### src/rtl/sa_feeder_pkg.sv
// Shared state encoding for the systolic-array feeder.
package sa_feeder_pkg;

  localparam int ST_W = 3;

  typedef enum logic [ST_W-1:0] {
    ST_IDLE,
    ST_LOAD,
    ST_PRELOAD,
    ST_SETTLE,
    ST_STREAM,
    ST_DRAIN,
    ST_DONE
  } sa_state_e;

endpackage

### src/rtl/sa_lane_delay.sv
// Per-lane shift register; DEPTH of zero is a plain wire.
module sa_lane_delay #(
  parameter int DEPTH = 1,
  parameter int WIDTH = 9
) (
  input  logic             clk,
  input  logic             rst_n,
  input  logic             shift_i,
  input  logic [WIDTH-1:0] d_i,
  output logic [WIDTH-1:0] q_o
);

  generate
    if (DEPTH == 0) begin : g_wire
      logic unused_ok;
      assign unused_ok = &{1'b0, clk, rst_n, shift_i};
      assign q_o = d_i;
    end else begin : g_shift
      logic [WIDTH-1:0] sr_q [DEPTH];

      always_ff @(posedge clk or negedge rst_n) begin
        if (!rst_n) begin
          for (int k = 0; k < DEPTH; k++) sr_q[k] <= '0;
        end else if (shift_i) begin
          sr_q[0] <= d_i;
          for (int k = 1; k < DEPTH; k++) sr_q[k] <= sr_q[k-1];
        end
      end

      assign q_o = sr_q[DEPTH-1];
    end
  endgenerate

endmodule

### src/rtl/sa_feeder.sv
// Sequences one tile pass into the systolic array: ifmap preload burst,
// then skewed weight stream with psum enables held for the whole pass.
//
// state   | meaning
// IDLE    | waiting for start_i
// LOAD    | accepting PE_SIZE ifmap rows into the buffer
// PRELOAD | replaying buffered rows back-to-back
// SETTLE  | PE_SIZE cycles of zero ifmap rows
// STREAM  | accepting weight vectors until the count is reached
// DRAIN   | PE_SIZE cycles flushing the skew chain
// DONE    | one-cycle done pulse
module sa_feeder
  import sa_feeder_pkg::*;
#(
  parameter int PE_SIZE    = 4,
  parameter int DATA_WIDTH = 8,
  parameter int PSUM_WIDTH = 32,
  parameter int CNT_W      = 8
) (
  input  logic                           clk,
  input  logic                           rst_n,
  input  logic                           start_i,
  input  logic [CNT_W-1:0]               num_cols_i,
  input  logic [DATA_WIDTH*PE_SIZE-1:0]  ifmap_row_i,
  input  logic                           ifmap_valid_i,
  output logic                           ifmap_ready_o,
  input  logic [DATA_WIDTH*PE_SIZE-1:0]  weight_row_i,
  input  logic                           weight_valid_i,
  output logic                           weight_ready_o,
  output logic [DATA_WIDTH*PE_SIZE-1:0]  ifmap_row_o,
  output logic                           ifmap_preload_o,
  output logic [DATA_WIDTH*PE_SIZE-1:0]  weight_col_o,
  output logic [PE_SIZE-1:0]             weight_en_col_o,
  output logic [PSUM_WIDTH*PE_SIZE-1:0]  psum_row_o,
  output logic [PE_SIZE-1:0]             psum_en_row_o,
  output logic                           busy_o,
  output logic                           done_o
);

  localparam int ROW_W = DATA_WIDTH * PE_SIZE;
  localparam int IDX_W = (PE_SIZE > 1) ? $clog2(PE_SIZE) : 1;
  localparam logic [IDX_W-1:0] LAST_IDX = IDX_W'(PE_SIZE - 1);

  sa_state_e          state_q, state_d;
  logic [IDX_W-1:0]   ptr_q, timer_q, rd_idx;
  logic [CNT_W-1:0]   cols_left_q;
  logic [ROW_W-1:0]   row_buf_q [PE_SIZE];
  logic [ROW_W-1:0]   ifmap_row_q;
  logic               preload_q, psum_en_q;
  logic [ROW_W-1:0]   s0_data_q;
  logic [PE_SIZE-1:0] s0_en_q;
  logic               ifmap_acc, weight_acc, shift_en;

  assign ifmap_ready_o   = (state_q == ST_LOAD);
  assign weight_ready_o  = (state_q == ST_STREAM) && (cols_left_q != '0);
  assign ifmap_acc       = ifmap_valid_i & ifmap_ready_o;
  assign weight_acc      = weight_valid_i & weight_ready_o;
  assign shift_en        = (state_q == ST_STREAM) || (state_q == ST_DRAIN);
  assign busy_o          = (state_q != ST_IDLE);
  assign done_o          = (state_q == ST_DONE);
  assign ifmap_row_o     = ifmap_row_q;
  assign ifmap_preload_o = preload_q;
  assign psum_row_o      = '0;
  assign psum_en_row_o   = {PE_SIZE{psum_en_q}};

  always_comb begin
    state_d = state_q;
    case (state_q)
      ST_IDLE:    if (start_i) state_d = ST_LOAD;
      ST_LOAD:    if (ifmap_acc && ptr_q == LAST_IDX) state_d = ST_PRELOAD;
      ST_PRELOAD: if (timer_q == '0) state_d = ST_SETTLE;
      ST_SETTLE:  if (timer_q == '0) state_d = (cols_left_q == '0) ? ST_DONE : ST_STREAM;
      ST_STREAM:  if (weight_acc && cols_left_q == CNT_W'(1)) state_d = ST_DRAIN;
      ST_DRAIN:   if (timer_q == '0) state_d = ST_DONE;
      ST_DONE:    state_d = ST_IDLE;
      default:    state_d = ST_IDLE;
    endcase
  end

  // Output row is registered, so look one row ahead of the one being shown.
  always_comb begin
    rd_idx = '0;
    if (state_q == ST_PRELOAD) rd_idx = IDX_W'(PE_SIZE - int'(timer_q));
  end

  always_ff @(posedge clk or negedge rst_n) begin
    if (!rst_n) begin
      state_q     <= ST_IDLE;
      ptr_q       <= '0;
      timer_q     <= '0;
      cols_left_q <= '0;
      ifmap_row_q <= '0;
      preload_q   <= 1'b0;
      psum_en_q   <= 1'b0;
      s0_data_q   <= '0;
      s0_en_q     <= '0;
      for (int r = 0; r < PE_SIZE; r++) row_buf_q[r] <= '0;
    end else begin
      state_q <= state_d;

      if (state_d != state_q)      timer_q <= LAST_IDX;
      else if (timer_q != '0)      timer_q <= timer_q - IDX_W'(1);

      if (ifmap_acc) begin
        row_buf_q[ptr_q] <= ifmap_row_i;
        ptr_q <= (ptr_q == LAST_IDX) ? '0 : ptr_q + IDX_W'(1);
      end else if (state_q == ST_IDLE) begin
        ptr_q <= '0;
      end

      if (state_q == ST_IDLE && start_i) cols_left_q <= num_cols_i;
      else if (weight_acc)               cols_left_q <= cols_left_q - CNT_W'(1);

      ifmap_row_q <= (state_d == ST_PRELOAD) ? row_buf_q[rd_idx] : '0;
      preload_q   <= (state_d == ST_PRELOAD) && (state_q != ST_PRELOAD);
      psum_en_q   <= weight_acc | (psum_en_q & shift_en);

      if (shift_en) begin
        s0_data_q <= weight_acc ? weight_row_i : '0;
        s0_en_q   <= {PE_SIZE{weight_acc}};
      end
    end
  end

  // Lane i sits PE_SIZE-1-i stages behind the entry register.
  generate
    for (genvar i = 0; i < PE_SIZE; i++) begin : g_lane
      logic [DATA_WIDTH:0] lane_q;

      sa_lane_delay #(
        .DEPTH(PE_SIZE - 1 - i),
        .WIDTH(DATA_WIDTH + 1)
      ) u_delay (
        .clk    (clk),
        .rst_n  (rst_n),
        .shift_i(shift_en),
        .d_i    ({s0_en_q[i], s0_data_q[i*DATA_WIDTH +: DATA_WIDTH]}),
        .q_o    (lane_q)
      );

      assign weight_en_col_o[i]                       = lane_q[DATA_WIDTH];
      assign weight_col_o[i*DATA_WIDTH +: DATA_WIDTH] = lane_q[DATA_WIDTH-1:0];
    end
  endgenerate

endmodule

### config.mk
export PLATFORM = sky130hd
export DESIGN_NAME = sa_feeder
export DESIGN_NICKNAME = d
export VERILOG_FILES = /design/src/rtl/sa_feeder_pkg.sv /design/src/rtl/sa_lane_delay.sv /design/src/rtl/sa_feeder.sv
export SDC_FILE = /design/constraint.sdc
export NUM_CORES = 1
export LEC_CHECK = 0
export CAP_MARGIN = 20
export CORE_MARGIN = 10
export CORE_UTILIZATION = 50
export CTS_CLUSTER_SIZE = 14
export DETAILED_ROUTE_END_ITERATION = 12
export PLACE_DENSITY = 0.76
export SETUP_SLACK_MARGIN = 0.15
export SLEW_MARGIN = 20
export SYNTH_ARGS = -nofsm -noshare
export SYNTH_HDL_FRONTEND = slang
export SYNTH_SLANG_ARGS = --single-unit
### constraint.sdc
create_clock -name clk -period 2.9 [get_ports clk]
set_clock_uncertainty 0.1 [all_clocks]
set_input_delay 0.58 -clock clk [delete_from_list [all_inputs] [get_ports clk]]
set_output_delay 0.58 -clock clk [all_outputs]
set_load 0.05 [all_outputs]
==> flow_summary.yaml, run 1 <==
status:
  outcome: "finished, final reports clean"
timing:
  setup_violations: 0
  fin_setup_tns_ns: 0
  holdWs_ns: 0.361
  rsz0062_at_grt: "no"
  min_period_ns: 2.69
  setup_ws_ns: 0.208
  period_share_pct: 92.8
  tightest_slew_ns: 0.854
  final_hold_viol_count: 0
  fmax_mhz: 371
  max_slew_margin_pct: 43.1
  slew_viol_final: 0
setup_path:
  path_max_fanout: 6
  start_kind: "flip-flop"
  rr_startpoint: "state_q[2]"
  critPathKind: "reg2out"
  crit_chain: "nor4_4, buf_6, nand3_1, nor3b_2, buf_12"
  cp_slowest_cell: "dfrtp_2"
  cpPeakStageDelay_ns: 0.46
  r2r_cells: 5
  critPathArrivalTime_ns: 2.01
  r2r_setup_slack_ns: 0.69
  cp-end-kind: "output pin"
  cp.required_ns: 2.22
  r2r_end: "row_buf_q[41]"
pwr:
  p_sw_w: 0.00572
  p_leak_nw: 6.70
  combPwrFrac_pct: 37.6
  clockPowerShare_pct: 22.0
  p_per_area_nw_per_um2: 1080
  swShare_pct: 37.9
  ir_worst_vdd_mv: 0.672
  pwr-share-seq_pct: 40.4
  p_int_w: 0.00935
detailed_routing:
  vias_per_cell: 5.04
  ant_nets: 0
  drtPass1Iterations: 5
  wl_per_cell_um: 17.3
  remaining_drc_errors: 0
  routed_wirelength_um: 25800
  drt_iter0_markers: 517
  vias: 7504
final_layout:
  final_common_cell: "dfrtp_1"
  num_antenna_cells: 0
  stdcell_count: 1489
  area_growth_pct: 18.8
  drive_above_1_share_pct: 8.03
  fill_cells: 1916
  fin_area_sq_um: 14000
  nets: 1238
  final_cell_mix: "259 x dfrtp_1, 170 x nand2_1, 148 x clkdlybuf4s50_1"
global_route:
  grt-ovfl-total: 0
  grt_max_degree: 85
  antenna_found_initial: 0
  first_global_vias: 7876
  grt_pass1_wl_um: 42000
  grt_usage_pct: 16.6
cts:
  cts_buffers: 27
  cts_buffer_depth: 3
  h-tree-depth: 1
  insertion_delay_ns: 0.53
  cts_setup_buffers: 0
  clkTransAtPathRegs_ns: 0.06
  clock-root-buffer: "clkbuf_16"
  numClockSinks: 261
  cts_tree: "done"
synth:
  ys_ff_latch: 261
  yosysSeqAreaShare_pct: 55.5
  synth-warning-count: 0
  synthesis.area_sq_um: 11800
  postSynthCellCount: 1027
  synth_cell_type_count: 48
  avgSynthCellArea_sq_um: 11.5
floorplanning:
  core_area_sq_um: 23300
  rows: 56
  io_pins: 282
  start_util_pct: 50.5
  die_area_sq_um: 30100
  dieHeight_um: 173
  die-width_um: 173
placed_design:
  placed_cell_area_sq_um: 13100
  place_ws_ns: 0.202
  place.gp.congestion: 0.779
  dp_hpwl_um: 17100
  portBuffers: 153
  dp_cells: 1443
min_path:
  hold_path_class: "reg2reg"
  hold_end: "g_lane[0].u_delay.g_shift.sr_q[13]"
  min_path_cells: 2
  hp-start: "g_lane[0].u_delay.g_shift.sr_q[22]"
flow_run:
  max-cap-violations: 0
[synthesized netlist by cell type, drive strengths merged]
| master | count | share of area, % |
|---|---|---|
| a2111oi | 2 | 0.47 |
| a211oi | 1 | 0.064 |
| a21o | 36 | 2.3 |
| a21oi | 37 | 1.6 |
| a221o | 2 | 0.17 |
| a22o | 33 | 2.5 |
| a31o | 1 | 0.074 |
| a31oi | 1 | 0.053 |
| and2 | 4 | 0.21 |
| and3 | 3 | 0.16 |
| and4b | 1 | 0.085 |
| buf | 177 | 11 |
| clkbuf | 36 | 1.2 |
| conb | 1 | 0.032 |
| dfrtp | 261 | 55 |
| ha | 7 | 0.74 |
| inv | 8 | 0.26 |
| mux2 | 128 | 12 |
| mux2i | 1 | 0.085 |
| nand2 | 170 | 5.4 |
| nand2b | 2 | 0.13 |
| nand3 | 5 | 0.21 |
| nand3b | 1 | 0.064 |
| nand4b | 1 | 0.074 |
| nor2 | 8 | 0.32 |
| nor2b | 3 | 0.16 |
| nor3 | 34 | 1.4 |
| nor3b | 2 | 0.13 |
| nor4 | 1 | 0.18 |
| nor4bb | 1 | 0.085 |
| o211ai | 1 | 0.064 |
| o21ai | 12 | 0.57 |
| o22ai | 32 | 1.7 |
| o32ai | 1 | 0.074 |
| or2 | 2 | 0.11 |
| or3 | 3 | 0.20 |
| or4b | 1 | 0.085 |
| xnor2 | 5 | 0.37 |
| xor2 | 2 | 0.15 |
[worst max path at each step]
stage	to	cells past startpoint	slack, ns	from
2_1_floorplan	weight_ready_o	4	0.16	state_q[1]
3_3_place_gp	cols_left_q[7]	6	0.24	weight_valid_i
3_5_place_dp	cols_left_q[5]	6	0.20	weight_valid_i
4_1_cts	weight_ready_o	5	0.17	cols_left_q[4]
5_1_grt	weight_ready_o	5	0.13	cols_left_q[4]
6_report	weight_ready_o	5	0.21	cols_left_q[4]
[logic make-up after synthesis]
logic type | after synthesis | share of synthesized area, %
adders and majority gates | 7 | 0.744
buffers and inverters | 221 | 12.3
xor gates and xnor gates | 7 | 0.521
other | 1 | 0.0318
AOI/OAI and AO/OA | 159 | 9.56
DFF | 261 | 55.5
and+or+nand+nor | 242 | 9.06
muxes | 129 | 12.3
[state kept, by name, indices dropped and copies added (netlist names)]
signal / flops
row_buf_q: 128
ifmap_row_o: 32
s0_data_q: 32
g_lane.u_delay.g_shift.sr_q: 26
g_lane.u_delay.q_o: 25
cols_left_q: 8
state_q: 3
ptr_q: 2
timer_q: 2
ifmap_preload_o: 1
psum_en_q: 1
s0_en_q: 1
[per-layer routing]
metal	track usage (%)	wire (um)	part of all wire, %	vias to the layer above
met4	4.06	460	1.8	0
met3	5.58	2200	8.5	36
met1	20.7	10900	42	3746
met2	27.2	12300	48	251
li1	-	-	-	3471
met5	0	0	0	-
[final cells by class]
class	count	area (sq um)	area share (%)
inverter	8	30.0	0.215
timing repair buffer	184	1860	13.3
sequential	261	6530	46.7
tap	319	399	2.85
multi-input combinational	672	4310	30.8
clock inverter	7	48.8	0.349
clock buffer	38	817	5.84
[metrics by stage]
stage               power, W  utilization, %
floorplan             0.0102               -
global placement      0.0116            56.2
detailed placement    0.0118            56.2
CTS                   0.0152            59.9
finish                0.0151            60.0
global route          0.0159            60.0
[worst max-delay path: cells and delay by family, from the launching register on]
family | cells | cell delay, ns
buffers and inverters | 2 | 0.33
DFF | 1 | 0.46
and+or+nand+nor | 3 | 0.69
[power groups by stage]
stage	logic (W)	registers [W]	clock network [W]
after floorplan	0.00338	0.00682	0
after global placement	0.00555	0.00605	0
after detailed placement	0.00569	0.00612	0
after CTS	0.00571	0.00608	0.00340
after global routing	0.00610	0.00627	0.00355
final	0.00567	0.00608	0.00331
[timing repair]
action                                  in CTS  in global routing
hold endpoints to repair                    58                  0
gates resized for setup                      3                  4
endpoints found under the setup margin       3                  1
hold buffers                                 1                  0
Power figures use the tool's default switching activity.
==> run 2: changes to the inputs <==
--- a/config.mk
+++ b/config.mk
@@ -5,8 +5,6 @@
 export SDC_FILE = /design/constraint.sdc
 export NUM_CORES = 1
 export LEC_CHECK = 0
-export CAP_MARGIN = 20
-export CORE_MARGIN = 10
 export CORE_UTILIZATION = 50
 export CTS_CLUSTER_SIZE = 14
 export DETAILED_ROUTE_END_ITERATION = 12
==> run 2 against run 1 <==
Against the previous run: die area is 20% lower; final cell count down 0.40%; critical path depth stayed put; register-to-register slack worse by 0.13 ns; final area increased by 0.13%; flip-flop and latch count did not move; combinational power decreased by 1%; via count shrank 1.3%; critical endpoint unchanged; largest power group unchanged; highest routed layer unchanged.
==> flow_summary.yaml, run 2 (same netlist as run 1, synthesis figures left out) <==
final_layout:
  area_growth_pct: 19.0
  drive_above_1_share_pct: 7.78
  num_antenna_cells: 0
  nets: 1233
  fin_area_sq_um: 14000
  regMostFlops: "row_buf_q"
  final_cell_mix: "259 x dfrtp_1, 170 x nand2_1, 148 x clkdlybuf4s50_1"
  largest_register_ffs: 128
  final_common_cell: "dfrtp_1"
global_route:
  antenna_found_initial: 0
  first_global_vias: 7205
  grt-ovfl-total: 0
  grt_pass1_wl_um: 37500
  grt_usage_pct: 19.4
  grt_max_degree: 69
pwr:
  p_leak_nw: 6.69
  p_int_w: 0.00945
  p_sw_w: 0.00568
  power_w: 0.0151
  clockPowerShare_pct: 22.8
  ir_worst_vdd_mv: 0.650
  combPwrFrac_pct: 37.0
  p_per_area_nw_per_um2: 1080
  pwr-share-seq_pct: 40.3
  swShare_pct: 37.6
timing:
  min_period_ns: 2.66
  tightest_slew_ns: 0.614
  rsz0062_at_grt: "no"
  final_hold_viol_count: 0
  slew_viol_final: 0
  setup_violations: 0
  period_share_pct: 91.8
  max_slew_margin_pct: 58.5
  fmax_mhz: 376
  fin_setup_tns_ns: 0
detailed_routing:
  wl_per_cell_um: 15.6
  vias_per_cell: 4.99
  drtPass1Iterations: 5
  remaining_drc_errors: 0
  drt_iter0_markers: 378
  ant_nets: 0
  routed_wirelength_um: 23200
  vias: 7405
setup_path:
  rr_startpoint: "state_q[2]"
  path_max_fanout: 6
  critPathArrivalTime_ns: 1.98
  r2r_setup_slack_ns: 0.56
  cp.required_ns: 2.22
  start_kind: "flip-flop"
  crit_chain: "nor4_4, buf_6, nand3_1, nor3b_2, buf_12"
  r2r_end: "row_buf_q[16]"
  cpPeakStageDelay_ns: 0.46
  critPathKind: "reg2out"
  cp-end-kind: "output pin"
  cp_slowest_cell: "dfrtp_2"
  critPathLaunch: "cols_left_q[4]"
  r2r_cells: 5
cts:
  cts_buffers: 27
  h-tree-depth: 1
  cts_tree: "done"
  clock-root-buffer: "clkbuf_16"
  insertion_delay_ns: 0.53
  numClockSinks: 261
  cts_buffer_depth: 3
  clkTransAtPathRegs_ns: 0.06
status:
  outcome: "finished, final reports clean"
min_path:
  hold_path_class: "reg2reg"
  min_path_cells: 2
  hp-start: "g_lane[0].u_delay.g_shift.sr_q[14]"
  hold_end: "g_lane[0].u_delay.q_o[5]"
floorplanning:
  io_pins: 282
  rows: 55
  start_util_pct: 51.5
  die-width_um: 155
  die_area_sq_um: 24200
  dieHeight_um: 155
  core_area_sq_um: 22800
placed_design:
  place.gp.congestion: 0.795
  placed_cell_area_sq_um: 13100
  portBuffers: 153
  dp_hpwl_um: 14500
flow_run:
  max-cap-violations: 0
-- run 2: power groups by stage --
stage	Sequential, W	Combinational, W	Clock (W)
3_5_place_dp	0.00613	0.00563	0
3_3_place_gp	0.00607	0.00550	0
6_report	0.00610	0.00559	0.00344
4_1_cts	0.00609	0.00564	0.00353
2_1_floorplan	0.00682	0.00338	0
5_1_grt	0.00628	0.00602	0.00368
-- run 2: per-layer routing --
metal / routed length [um] / share of wire (%) / global-route usage (%)
met4: 384 / 1.7 / 5.00
met1: 10000 / 43 / 26.3
met2: 11400 / 49 / 32.4
met5: 0 / 0 / 0
met3: 1290 / 5.6 / 3.23
-- run 2: worst max path at each step --
| stage | end | slack, ns | depth (start not counted) |
|---|---|---|---|
| after floorplan | weight_ready_o | 0.16 | 4 |
| after global placement | cols_left_q[7] | 0.24 | 6 |
| after detailed placement | cols_left_q[7] | 0.22 | 6 |
| after CTS | weight_ready_o | 0.16 | 5 |
| after global routing | weight_ready_o | 0.16 | 5 |
| final | weight_ready_o | 0.24 | 5 |
-- run 2: metrics by stage --
stage | hold slack (ns) | cells | worst slack [ns] | util (%)
after floorplan | 0.184 | 1154 | 0.157 | -
after global placement | 0.344 | 1432 | 0.240 | 57.3
after detailed placement | 0.348 | 1432 | 0.218 | 57.3
after CTS | 0.362 | 1483 | 0.164 | 61.3
after global routing | 0.379 | 1483 | 0.163 | 61.3
final | 0.360 | 1483 | 0.238 | 61.3
-- run 2: layout make-up --
class | instances | area, sq um
Fill cell | 1827 | 8840
Sequential cell | 261 | 6530
Multi-Input combinational cell | 672 | 4310
Timing Repair Buffer | 179 | 1840
Clock buffer | 37 | 773
Tap cell | 313 | 392
Clock inverter | 13 | 131
Inverter | 8 | 30.0
-- run 2: critical path, delay by kind of cell, from the launching register on --
family	cells	cell delay, ns
buffers and inverters	2	0.33
and+or+nand+nor	3	0.66
DFF	1	0.46
-- run 2: repair_timing --
item | in CTS | in global routing
gates resized for setup | 4 | 3
endpoints found under the hold margin | 64 | 0
buffers inserted | 0 | 0
hold buffers | 1 | 0
endpoints found under the setup margin | 3 | 1
==> run 3: changes to the inputs <==
--- a/config.mk
+++ b/config.mk
@@ -8,8 +8,8 @@
 export CORE_UTILIZATION = 50
 export CTS_CLUSTER_SIZE = 14
 export DETAILED_ROUTE_END_ITERATION = 12
-export PLACE_DENSITY = 0.76
-export SETUP_SLACK_MARGIN = 0.15
+export PLACE_DENSITY = 0.91
+export SETUP_SLACK_MARGIN = 0.3
 export SLEW_MARGIN = 20
 export SYNTH_ARGS = -nofsm -noshare
 export SYNTH_HDL_FRONTEND = slang
==> run 3 against run 2 <==
Against the previous run: core utilization fell by 0.14 points; flip-flop and latch count did not move; register-to-register slack gained 0.05 ns; fmax rose by 4.4%; via count grew 2.8%; sequential share of layout area is 0.12 points higher; worst hold slack better by 0.0052 ns; power about the same; largest power group unchanged.
==> flow_summary.yaml, run 3 (same netlist as run 1, synthesis figures left out) <==
status:
  outcome: "finished, final reports clean"
timing:
  period_share_pct: 87.9
  min_period_ns: 2.55
  fin_setup_tns_ns: 0
  setup_violations: 0
  final_hold_viol_count: 0
  slew_viol_final: 0
  max_slew_margin_pct: 51.1
  tightest_slew_ns: 0.724
  setup_ws_ns: 0.350
  fmax_mhz: 392
  rsz0062_at_grt: "yes"
cts:
  cts_buffer_depth: 3
  cts_tree: "done"
  clock-root-buffer: "clkbuf_16"
  h-tree-depth: 1
  insertion_delay_ns: 0.53
  cts_buffers: 27
  clkTransAtPathRegs_ns: 0.06
  numClockSinks: 261
detailed_routing:
  wl_met3_um: 1550
  route.met2.wl_um: 12100
  wl_per_cell_um: 16.8
  wl_met1_um: 10600
  dr.max_layer_used: "met4"
  remaining_drc_errors: 0
  vias_per_cell: 5.14
  drt_iter0_markers: 336
  routed_wirelength_um: 24900
  drtPass1Iterations: 4
  ant_nets: 0
  vias: 7615
pwr:
  clockPowerShare_pct: 21.5
  swShare_pct: 38.5
  ir_worst_vdd_mv: 0.630
  p_leak_nw: 6.68
  p_per_area_nw_per_um2: 1080
  combPwrFrac_pct: 38.0
  p_int_w: 0.00931
  pwr-share-seq_pct: 40.6
  p_sw_w: 0.00582
setup_path:
  cpPeakStageDelay_ns: 0.47
  cp.required_ns: 2.22
  critPathKind: "reg2out"
  crit_chain: "buf_4, nor2_2, and2_2, buf_4"
  critPathMostFrequentCell: "buf_4"
  path_max_fanout: 9
  r2r_setup_slack_ns: 0.61
  cp-end-kind: "output pin"
  critPathArrivalTime_ns: 1.87
  cp_slowest_cell: "dfrtp_1"
  start_kind: "flip-flop"
final_layout:
  fin_util_pct: 61.2
  area_growth_pct: 18.7
  drive_above_1_share_pct: 7.70
  fin_area_sq_um: 14000
  final_common_cell: "dfrtp_1"
  nets: 1234
  regMostFlops: "row_buf_q"
  final_cell_mix: "258 x dfrtp_1, 170 x nand2_1, 148 x clkdlybuf4s50_1"
  largest_register_ffs: 128
  num_antenna_cells: 0
placed_design:
  portBuffers: 153
  place.gp.congestion: 0.834
  place_ws_ns: 0.214
  placed_cell_area_sq_um: 13100
  dp_hpwl_um: 15500
flow_run:
  max-cap-violations: 0
floorplanning:
  die-width_um: 155
  core_area_sq_um: 22800
  start_util_pct: 51.5
  rows: 55
  io_pins: 282
  dieHeight_um: 155
  die_area_sq_um: 24200
global_route:
  first_global_vias: 7678
  grt-ovfl-total: 0
  grt_usage_pct: 20.9
  grt_max_degree: 73
  grt_pass1_wl_um: 40200
  antenna_found_initial: 0
min_path:
  hold_path_class: "reg2reg"
[run 3: cell types whose count changed in the layout (fill, tap and decap cells not counted), sizes merged]
cell / before / now
clkinv: 5 / 6
buf: 28 / 29
dlygate4sd2: 2 / 1
bufinv: 2 / 1
inv: 9 / 10
clkinvlp: 5 / 1
clkbuf: 37 / 39
[run 3: layer usage]
layer | track usage (%) | up-vias
met3 | 3.84 | 43
li1 | - | 3461
met4 | 6.40 | 0
met5 | 0 | -
met1 | 27.8 | 3833
met2 | 34.7 | 278
[run 3: area by class of cell]
class | instances | area, sq um
clock buffers | 38 | 737
clock inverters | 10 | 87.6
fillers | 1726 | 8870
inverters | 8 | 30.0
multi-input cells | 672 | 4340
flip-flops and latches | 261 | 6540
well taps | 313 | 392
repair buffers | 180 | 1860
[run 3: power by group through the flow]
| stage | Sequential [W] | Combinational, W | Clock (W) |
|---|---|---|---|
| finish | 0.00614 | 0.00575 | 0.00325 |
| global route | 0.00632 | 0.00616 | 0.00346 |
| CTS | 0.00612 | 0.00573 | 0.00332 |
| detailed placement | 0.00616 | 0.00570 | 0 |
| global placement | 0.00605 | 0.00552 | 0 |
| floorplan | 0.00682 | 0.00338 | 0 |
[run 3: path summary, 6_finish.rpt]
kind	start	end	depth (start not counted)
worst max-delay path	state_q[1]	ifmap_ready_o	4
worst min-delay path	g_lane[1].u_delay.g_shift.sr_q[14]	g_lane[1].u_delay.q_o[5]	2
worst max register to register	state_q[1]	ifmap_row_o[24]	6
worst min register to register	g_lane[1].u_delay.g_shift.sr_q[14]	g_lane[1].u_delay.q_o[5]	2
max in group asynchronous	rst_n	row_buf_q[1]	3
min in group asynchronous	rst_n	g_lane[0].u_delay.g_shift.sr_q[25]	2
[run 3: worst max-delay path: cells and delay by family (launching register included)]
| family | cells | cell delay (ns) |
|---|---|---|
| buffers and inverters | 2 | 0.45 |
| flip-flops | 1 | 0.47 |
| AND/OR/NAND/NOR | 2 | 0.43 |
[run 3: per-stage QoR]
step,hold slack [ns],power (W),std cells
final,0.365,0.0151,1482
after global routing,0.382,0.0159,1482
after CTS,0.366,0.0152,1481
after detailed placement,0.350,0.0119,1432
after global placement,0.345,0.0116,1432
after floorplan,0.184,0.0102,1154
[run 3: what timing repair did]
item / CTS / global route
endpoints found under the setup margin: 4 / 4
pin swaps: 0 / 0
gates resized for setup: 6 / 9
hold buffers: 1 / 0
setup buffers: 0 / 1
hold endpoints to repair: 68 / 0
